[src/rtl/ysyx_25040111_mem_bus_sched.sv]
// ---------------------------------------------------------------------------
// ysyx_25040111_mem_bus_sched
// Shares one downstream memory port between the I-cache refill master (IFU,
// burst reads) and the LSU (single-beat reads and writes).
//
// The arbiter is round-robin. A grant is held for a whole transaction,
// including every beat of an IFU burst. Response beats go straight through
// to the owning master with no buffering.
//
// Ports
//   clock, reset            : system clock, synchronous active-high reset
//   ifu_ar*, ifu_r*         : IFU read request / response handshake
//   lsu_ar*, lsu_r*         : LSU read request / response handshake
//   lsu_w*, lsu_bvalid      : LSU write request / response handshake
//   rsp_data, rsp_err       : response data and error, shared by both masters
//   mem_ar*, mem_r*         : downstream read address / data channel
//   mem_w*, mem_b*          : downstream write request / response channel
// ---------------------------------------------------------------------------
module ysyx_25040111_mem_bus_sched #(
  parameter int AW = 32,
  parameter int DW = 32
) (
  input  logic            clock,
  input  logic            reset,
  input  logic            ifu_arvalid,
  input  logic [AW-1:0]   ifu_araddr,
  input  logic [7:0]      ifu_arlen,
  output logic            ifu_arready,
  output logic            ifu_rvalid,
  output logic            ifu_rlast,
  input  logic            lsu_arvalid,
  input  logic [AW-1:0]   lsu_araddr,
  input  logic [1:0]      lsu_arsize,
  output logic            lsu_arready,
  output logic            lsu_rvalid,
  input  logic            lsu_wvalid,
  input  logic [AW-1:0]   lsu_waddr,
  input  logic [DW-1:0]   lsu_wdata,
  input  logic [DW/8-1:0] lsu_wstrb,
  output logic            lsu_wready,
  output logic            lsu_bvalid,
  output logic [DW-1:0]   rsp_data,
  output logic            rsp_err,
  output logic            mem_arvalid,
  input  logic            mem_arready,
  output logic [AW-1:0]   mem_araddr,
  output logic [7:0]      mem_arlen,
  output logic [1:0]      mem_arsize,
  input  logic            mem_rvalid,
  input  logic [DW-1:0]   mem_rdata,
  input  logic            mem_rlast,
  input  logic            mem_rerr,
  output logic            mem_wvalid,
  input  logic            mem_wready,
  output logic [AW-1:0]   mem_waddr,
  output logic [DW-1:0]   mem_wdata,
  output logic [DW/8-1:0] mem_wstrb,
  input  logic            mem_bvalid,
  input  logic            mem_berr
);

  typedef enum logic [2:0] {
    IDLE  = 3'd0,
    RADDR = 3'd1,
    RDATA = 3'd2,
    WREQ  = 3'd3,
    WRSP  = 3'd4
  } state_e;

  localparam logic OWN_IFU = 1'b0;
  localparam logic OWN_LSU = 1'b1;

  state_e          state_q, state_d;
  logic            owner_q, owner_d;
  logic            last_grant_q, last_grant_d;
  logic [AW-1:0]   addr_q, addr_d;
  logic [7:0]      len_q, len_d;
  logic [1:0]      size_q, size_d;
  logic [DW-1:0]   wdata_q, wdata_d;
  logic [DW/8-1:0] wstrb_q, wstrb_d;
  logic [7:0]      beat_cnt_q, beat_cnt_d;

  logic ifu_req;
  logic lsu_req;
  logic grant_ifu;
  logic grant_lsu;
  logic burst_done;

  // IFU wins whenever the LSU is idle or the LSU was served last.
  assign ifu_req    = ifu_arvalid;
  assign lsu_req    = lsu_arvalid | lsu_wvalid;
  assign grant_ifu  = ifu_req & (~lsu_req | (last_grant_q == OWN_LSU));
  assign grant_lsu  = lsu_req & ~grant_ifu;
  assign burst_done = (beat_cnt_q == len_q);

  // The read and write channels share the latched address register.
  assign mem_araddr = addr_q;
  assign mem_arlen  = len_q;
  assign mem_arsize = size_q;
  assign mem_waddr  = addr_q;
  assign mem_wdata  = wdata_q;
  assign mem_wstrb  = wstrb_q;

  // Next-state, request latching and combinational handshake/forwarding.
  always_comb begin
    state_d      = state_q;
    owner_d      = owner_q;
    last_grant_d = last_grant_q;
    addr_d       = addr_q;
    len_d        = len_q;
    size_d       = size_q;
    wdata_d      = wdata_q;
    wstrb_d      = wstrb_q;
    beat_cnt_d   = beat_cnt_q;
    ifu_arready  = 1'b0;
    ifu_rvalid   = 1'b0;
    ifu_rlast    = 1'b0;
    lsu_arready  = 1'b0;
    lsu_rvalid   = 1'b0;
    lsu_wready   = 1'b0;
    lsu_bvalid   = 1'b0;
    rsp_data     = {DW{1'b0}};
    rsp_err      = 1'b0;
    mem_arvalid  = 1'b0;
    mem_wvalid   = 1'b0;

    if (reset) begin
      // Hold every output low while reset is asserted, even mid-transaction.
      state_d = IDLE;
    end else begin
      case (state_q)
        IDLE: begin
          if (grant_ifu) begin
            ifu_arready  = 1'b1;
            addr_d       = ifu_araddr;
            len_d        = ifu_arlen;
            size_d       = 2'd2;
            owner_d      = OWN_IFU;
            last_grant_d = OWN_IFU;
            state_d      = RADDR;
          end else if (grant_lsu) begin
            owner_d      = OWN_LSU;
            last_grant_d = OWN_LSU;
            // A simultaneous LSU write takes precedence over its read.
            if (lsu_wvalid) begin
              lsu_wready = 1'b1;
              addr_d     = lsu_waddr;
              wdata_d    = lsu_wdata;
              wstrb_d    = lsu_wstrb;
              state_d    = WREQ;
            end else begin
              lsu_arready = 1'b1;
              addr_d      = lsu_araddr;
              len_d       = 8'd0;
              size_d      = lsu_arsize;
              state_d     = RADDR;
            end
          end else begin
            state_d = IDLE;
          end
        end
        RADDR: begin
          mem_arvalid = 1'b1;
          if (mem_arready) begin
            beat_cnt_d = 8'd0;
            state_d    = RDATA;
          end else begin
            state_d = RADDR;
          end
        end
        RDATA: begin
          if (mem_rvalid) begin
            ifu_rvalid = (owner_q == OWN_IFU);
            lsu_rvalid = (owner_q == OWN_LSU);
            rsp_data   = mem_rdata;
            // The beat count, not mem_rlast, ends the burst; a disagreeing
            // rlast is reported as an error on that beat.
            rsp_err    = mem_rerr | (mem_rlast ^ burst_done);
            beat_cnt_d = beat_cnt_q + 8'd1;
            if (burst_done) begin
              ifu_rlast = (owner_q == OWN_IFU);
              state_d   = IDLE;
            end else begin
              state_d = RDATA;
            end
          end else begin
            state_d = RDATA;
          end
        end
        WREQ: begin
          mem_wvalid = 1'b1;
          if (mem_wready) begin
            state_d = WRSP;
          end else begin
            state_d = WREQ;
          end
        end
        WRSP: begin
          if (mem_bvalid) begin
            lsu_bvalid = 1'b1;
            rsp_err    = mem_berr;
            state_d    = IDLE;
          end else begin
            state_d = WRSP;
          end
        end
        default: begin
          state_d = IDLE;
        end
      endcase
    end
  end

  // State and transaction registers; last_grant resets to LSU so IFU wins the first tie.
  always_ff @(posedge clock) begin
    if (reset) begin
      state_q      <= IDLE;
      owner_q      <= OWN_IFU;
      last_grant_q <= OWN_LSU;
      addr_q       <= {AW{1'b0}};
      len_q        <= 8'd0;
      size_q       <= 2'd0;
      wdata_q      <= {DW{1'b0}};
      wstrb_q      <= {(DW/8){1'b0}};
      beat_cnt_q   <= 8'd0;
    end else begin
      state_q      <= state_d;
      owner_q      <= owner_d;
      last_grant_q <= last_grant_d;
      addr_q       <= addr_d;
      len_q        <= len_d;
      size_q       <= size_d;
      wdata_q      <= wdata_d;
      wstrb_q      <= wstrb_d;
      beat_cnt_q   <= beat_cnt_d;
    end
  end

endmodule

[config.mk]
export PLATFORM = sky130hd
export DESIGN_NAME = ysyx_25040111_mem_bus_sched
export DESIGN_NICKNAME = d
export VERILOG_FILES = /design/src/rtl/ysyx_25040111_mem_bus_sched.sv
export SDC_FILE = /design/constraint.sdc
export NUM_CORES = 1
export LEC_CHECK = 0
export BUFFER_PORTS_ARGS = -buffer_cell sky130_fd_sc_hd__buf_2
export CAP_MARGIN = 20
export CORE_MARGIN = 5
export CORE_UTILIZATION = 30
export CTS_CLUSTER_DIAMETER = 100
export DETAILED_ROUTE_END_ITERATION = 12
export MAX_ROUTING_LAYER = met4
export PLACE_DENSITY_LB_ADDON = 0.3
export RECOVER_POWER = 50
export SLEW_MARGIN = 15
export SYNTH_ARGS = -nofsm -noshare
export SYNTH_HDL_FRONTEND = slang
export SYNTH_SLANG_ARGS = --single-unit
[constraint.sdc]
create_clock -name clock -period 5.1 [get_ports clock]
set_clock_uncertainty 0.15 [all_clocks]
set_input_delay 0.255 -clock clock [delete_from_list [all_inputs] [get_ports clock]]
set_output_delay 0.255 -clock clock [all_outputs]
set_load 0.05 [all_outputs]
==> metrics.md <==
| Metric | Value |
|---|---|
| CTS Buf Count | 9 |
| Routed WL | around 17000 um |
| Endpoints failing hold | 0 |
| Clk_lat worst skew | 0.34 ns |
| Synth area leader | dfxtp_1 |
| Crit end category | output pin |
| Slowest stage delay, CP | approximately 1.3 ns |
| Post-synth EDFFs | 0 |
| Critical-path cell list | clkbuf_1, buf_4, nor2_1, buf_4, and2_1, buf_2 |
| Fill cells | 1473 |
| Area Growth Syn to Fin | 48.36% |
| Hold slack | roughly 0.022 ns |
| Synth unique cells | 45 |
| Net Count, Synth | 702 |
| Post-CTS setup buffers | 0 |
| Worst EP arrival | 2.95 ns |
| Clock-pin slew on the worst setup and hold paths | 0.07 ns |
| Post-layout minimum cycle time | approximately 3.4 ns |
| DP Worst Slack | approximately 2.4 ns |
| Post-CTS Resized | 0 |
| Total grt overflow | 0 |
| Root Driver | clkbuf_16 |
| Critical path class | input pin to output pin |
| PD cells | just under 400 nW/um2 |
| Failing checks | capacitance limit, slew limit |
| I/O Buffers | 337 |
| Htree depth | 3 |
| Proportion of layout cells with a drive suffix above 1 | 0.3369 |
| RSZ-0062 raised after global routing | no |
| Chip height | 132.0 um |
| Post-CTS Hold Fix Bufs | 42 |
| Row count | 44 |
| First-pass GRT wire length | 26340 um |
| DR iter-0 viols | 330 |
| Drt pass-1 iters | 6 |
| Post-DRT Antenna Nets | 0 |
| Worst Path Max Fanout | 47 |
| Register area share after synthesis | 0.4077 |
| Tot GR Track Use | 0.1905 |
| Die X | 132.0 um |
| Final setup viols | 0 |
| Fin nets | 1028 |
| Setup crit start kind | input pin |
| Gate Count Post-Synth | a little over 500 |
| Ant. Diodes | 0 |
| Via count | 4844 |
| DIE AREA | 17430 um2 |
| Yosys top cell area share | 0.4077 |
| Synth area leaders | dfxtp_1, mux2_2, a222oi_1 |
| Avg Inst Size Synth | 8.676 um2 |
| Drc violations | 0 |
| Lkg Pwr | ~0.0029 uW |
| Achievable frequency | 297.7 MHz |
| Slowest CP cell | clkbuf_1 |
| Synth warn | 0 |
| Final worst setup slack | 1.741 ns |
| Slew HR | -0.2038 |
| Hold Path Class | input pin to flop |
| CTS tree | built |
| I/O pin count | around 340 |
| Clock buffer depth | 2 |
| Ys flop type | dfxtp_1 |
| Largest net degree at the start of global routing | 48 |
| Period utilization | 0.6586 |
| Initial antenna violation count | 0 |
| Status | complete, but fails checks |
| CTS sink cnt | 91 |
| Max_cap viols | 2 |
| Layout Utilization | 0.4544 |
| Most numerous cell on the critical path | buf_4 |
| Initial Util | 0.3063 |
| Sum Neg Setup Slack | 0 ns |
| Via density | 4.703 |
| Mapped Area | 4468 um2 |
| Vias in the first global route | 4754 |
| Slew Limit Fails | 77 |
| Critical Path RT | between 4 and 5 ns |
| FFs w/ async S/R, synth | 0 |
| Routed len/inst | around 17 um |
| Core area | about 15000 um2 |
| Tightest Pin Transition | around 1.8 ns |
| VDD IR-drop max | 0.0002561 V |
| Post-DP HPWL | 13120 um |
| Power consumption | approximately 2600 uW |
| Seq cells post-synth | 91 |
| GP Congestion | 0.8981 |
## flip-flops by register name, summed over array words and instances (netlist names)
register and count:
state_q 3, mem_arlen 8, mem_wstrb 4, owner_q 1
mem_arsize 2, last_grant_q 1, mem_wdata 32, beat_cnt_q 8
mem_araddr 32
## critical path, delay by kind of cell
family        cells  cell delay [ns]
buf+inv           4             2.36
simple gates      2             0.29
## per-layer routing
layer,vias up,share of wire,global-route usage
met5,-,0,-
met2,216,0.47,0.2965
met3,12,0.083,0.06374
li1,2428,-,-
met1,2188,0.43,0.2379
met4,0,0.012,0.04914
## cell families (layout without fill, tap and decap cells)
group | after synthesis | in the layout | share of synthesized area
xor+xnor | 15 | 15 | 0.02940
mux | 34 | 34 | 0.08513
buf+inv | 77 | 408 | 0.09941
simple gates | 194 | 194 | 0.2013
flops | 91 | 91 | 0.4077
compound gates | 103 | 103 | 0.1742
fa+ha+maj | 1 | 1 | 0.002800
## power breakdown
part	switching (uW)	internal (uW)
combinational	712	258
clock	307	440
sequential	71.2	790
total	1090	1490
## cell usage in the layout (no fill, tap or decap), types with 3 or more instances in the layout
cell and instances:
a22o_1 8, xnor2_1 14, mux2_2 32, nor2_1 52, buf_2 226, and2_1 34, buf_4 6, a222oi_1 32
a21oi_1 41, a211oi_1 3, dfxtp_1 91, clkbuf_16 9, dlygate4sd3_1 42, nor3_1 5, a2111oi_0 3, nor3b_1 3
nand2_1 80, clkbuf_1 112, nand3b_1 3, nand4_1 3, nand3_1 5, inv_1 6
## path summary, 6_finish.rpt
path | startpoint | to | slack, ns | depth (start not counted)
setup reg to reg | state_q[2] | mem_araddr[17] | 2.07 | 5
hold / removal | ifu_araddr[1] | mem_araddr[1] | 0.02 | 3
setup / recovery | reset | lsu_rvalid | 1.74 | 6
hold reg to reg | mem_wdata[24] | mem_wdata[24] | 0.30 | 2
## final cells by class
type	instances	area, um2	share of cell area
multi-input combinational	347	2205	0.3326
timing repair buffer	386	2017	0.3043
sequential	91	1822	0.2748
tap	184	230.2	0.03473
clock buffer	9	225.2	0.03398
clock inverter	7	107.6	0.01623
inverter	6	22.52	0.003398
## stage by stage
step                      instances  instance area (um2)
final                          1030                 6629
after global routing           1030                 6629
after CTS                      1030                 6777
after detailed placement        972                 6023
after global placement          972                 6023
after floorplan                 515                 4468
## cell usage after synthesis (all sizes together), types with 3 or more instances
master,count
dfxtp,91
nand2,80
nor2,53
buf,48
a21oi,41
and2,34
a222oi,32
mux2,32
clkbuf,23
xnor2,14
a22o,8
inv,6
nand3,5
nor3,5
a211oi,4
nand3b,4
a2111oi,3
nand4,3
nor3b,3
No activity file was read; power rests on OpenSTA's default activity.
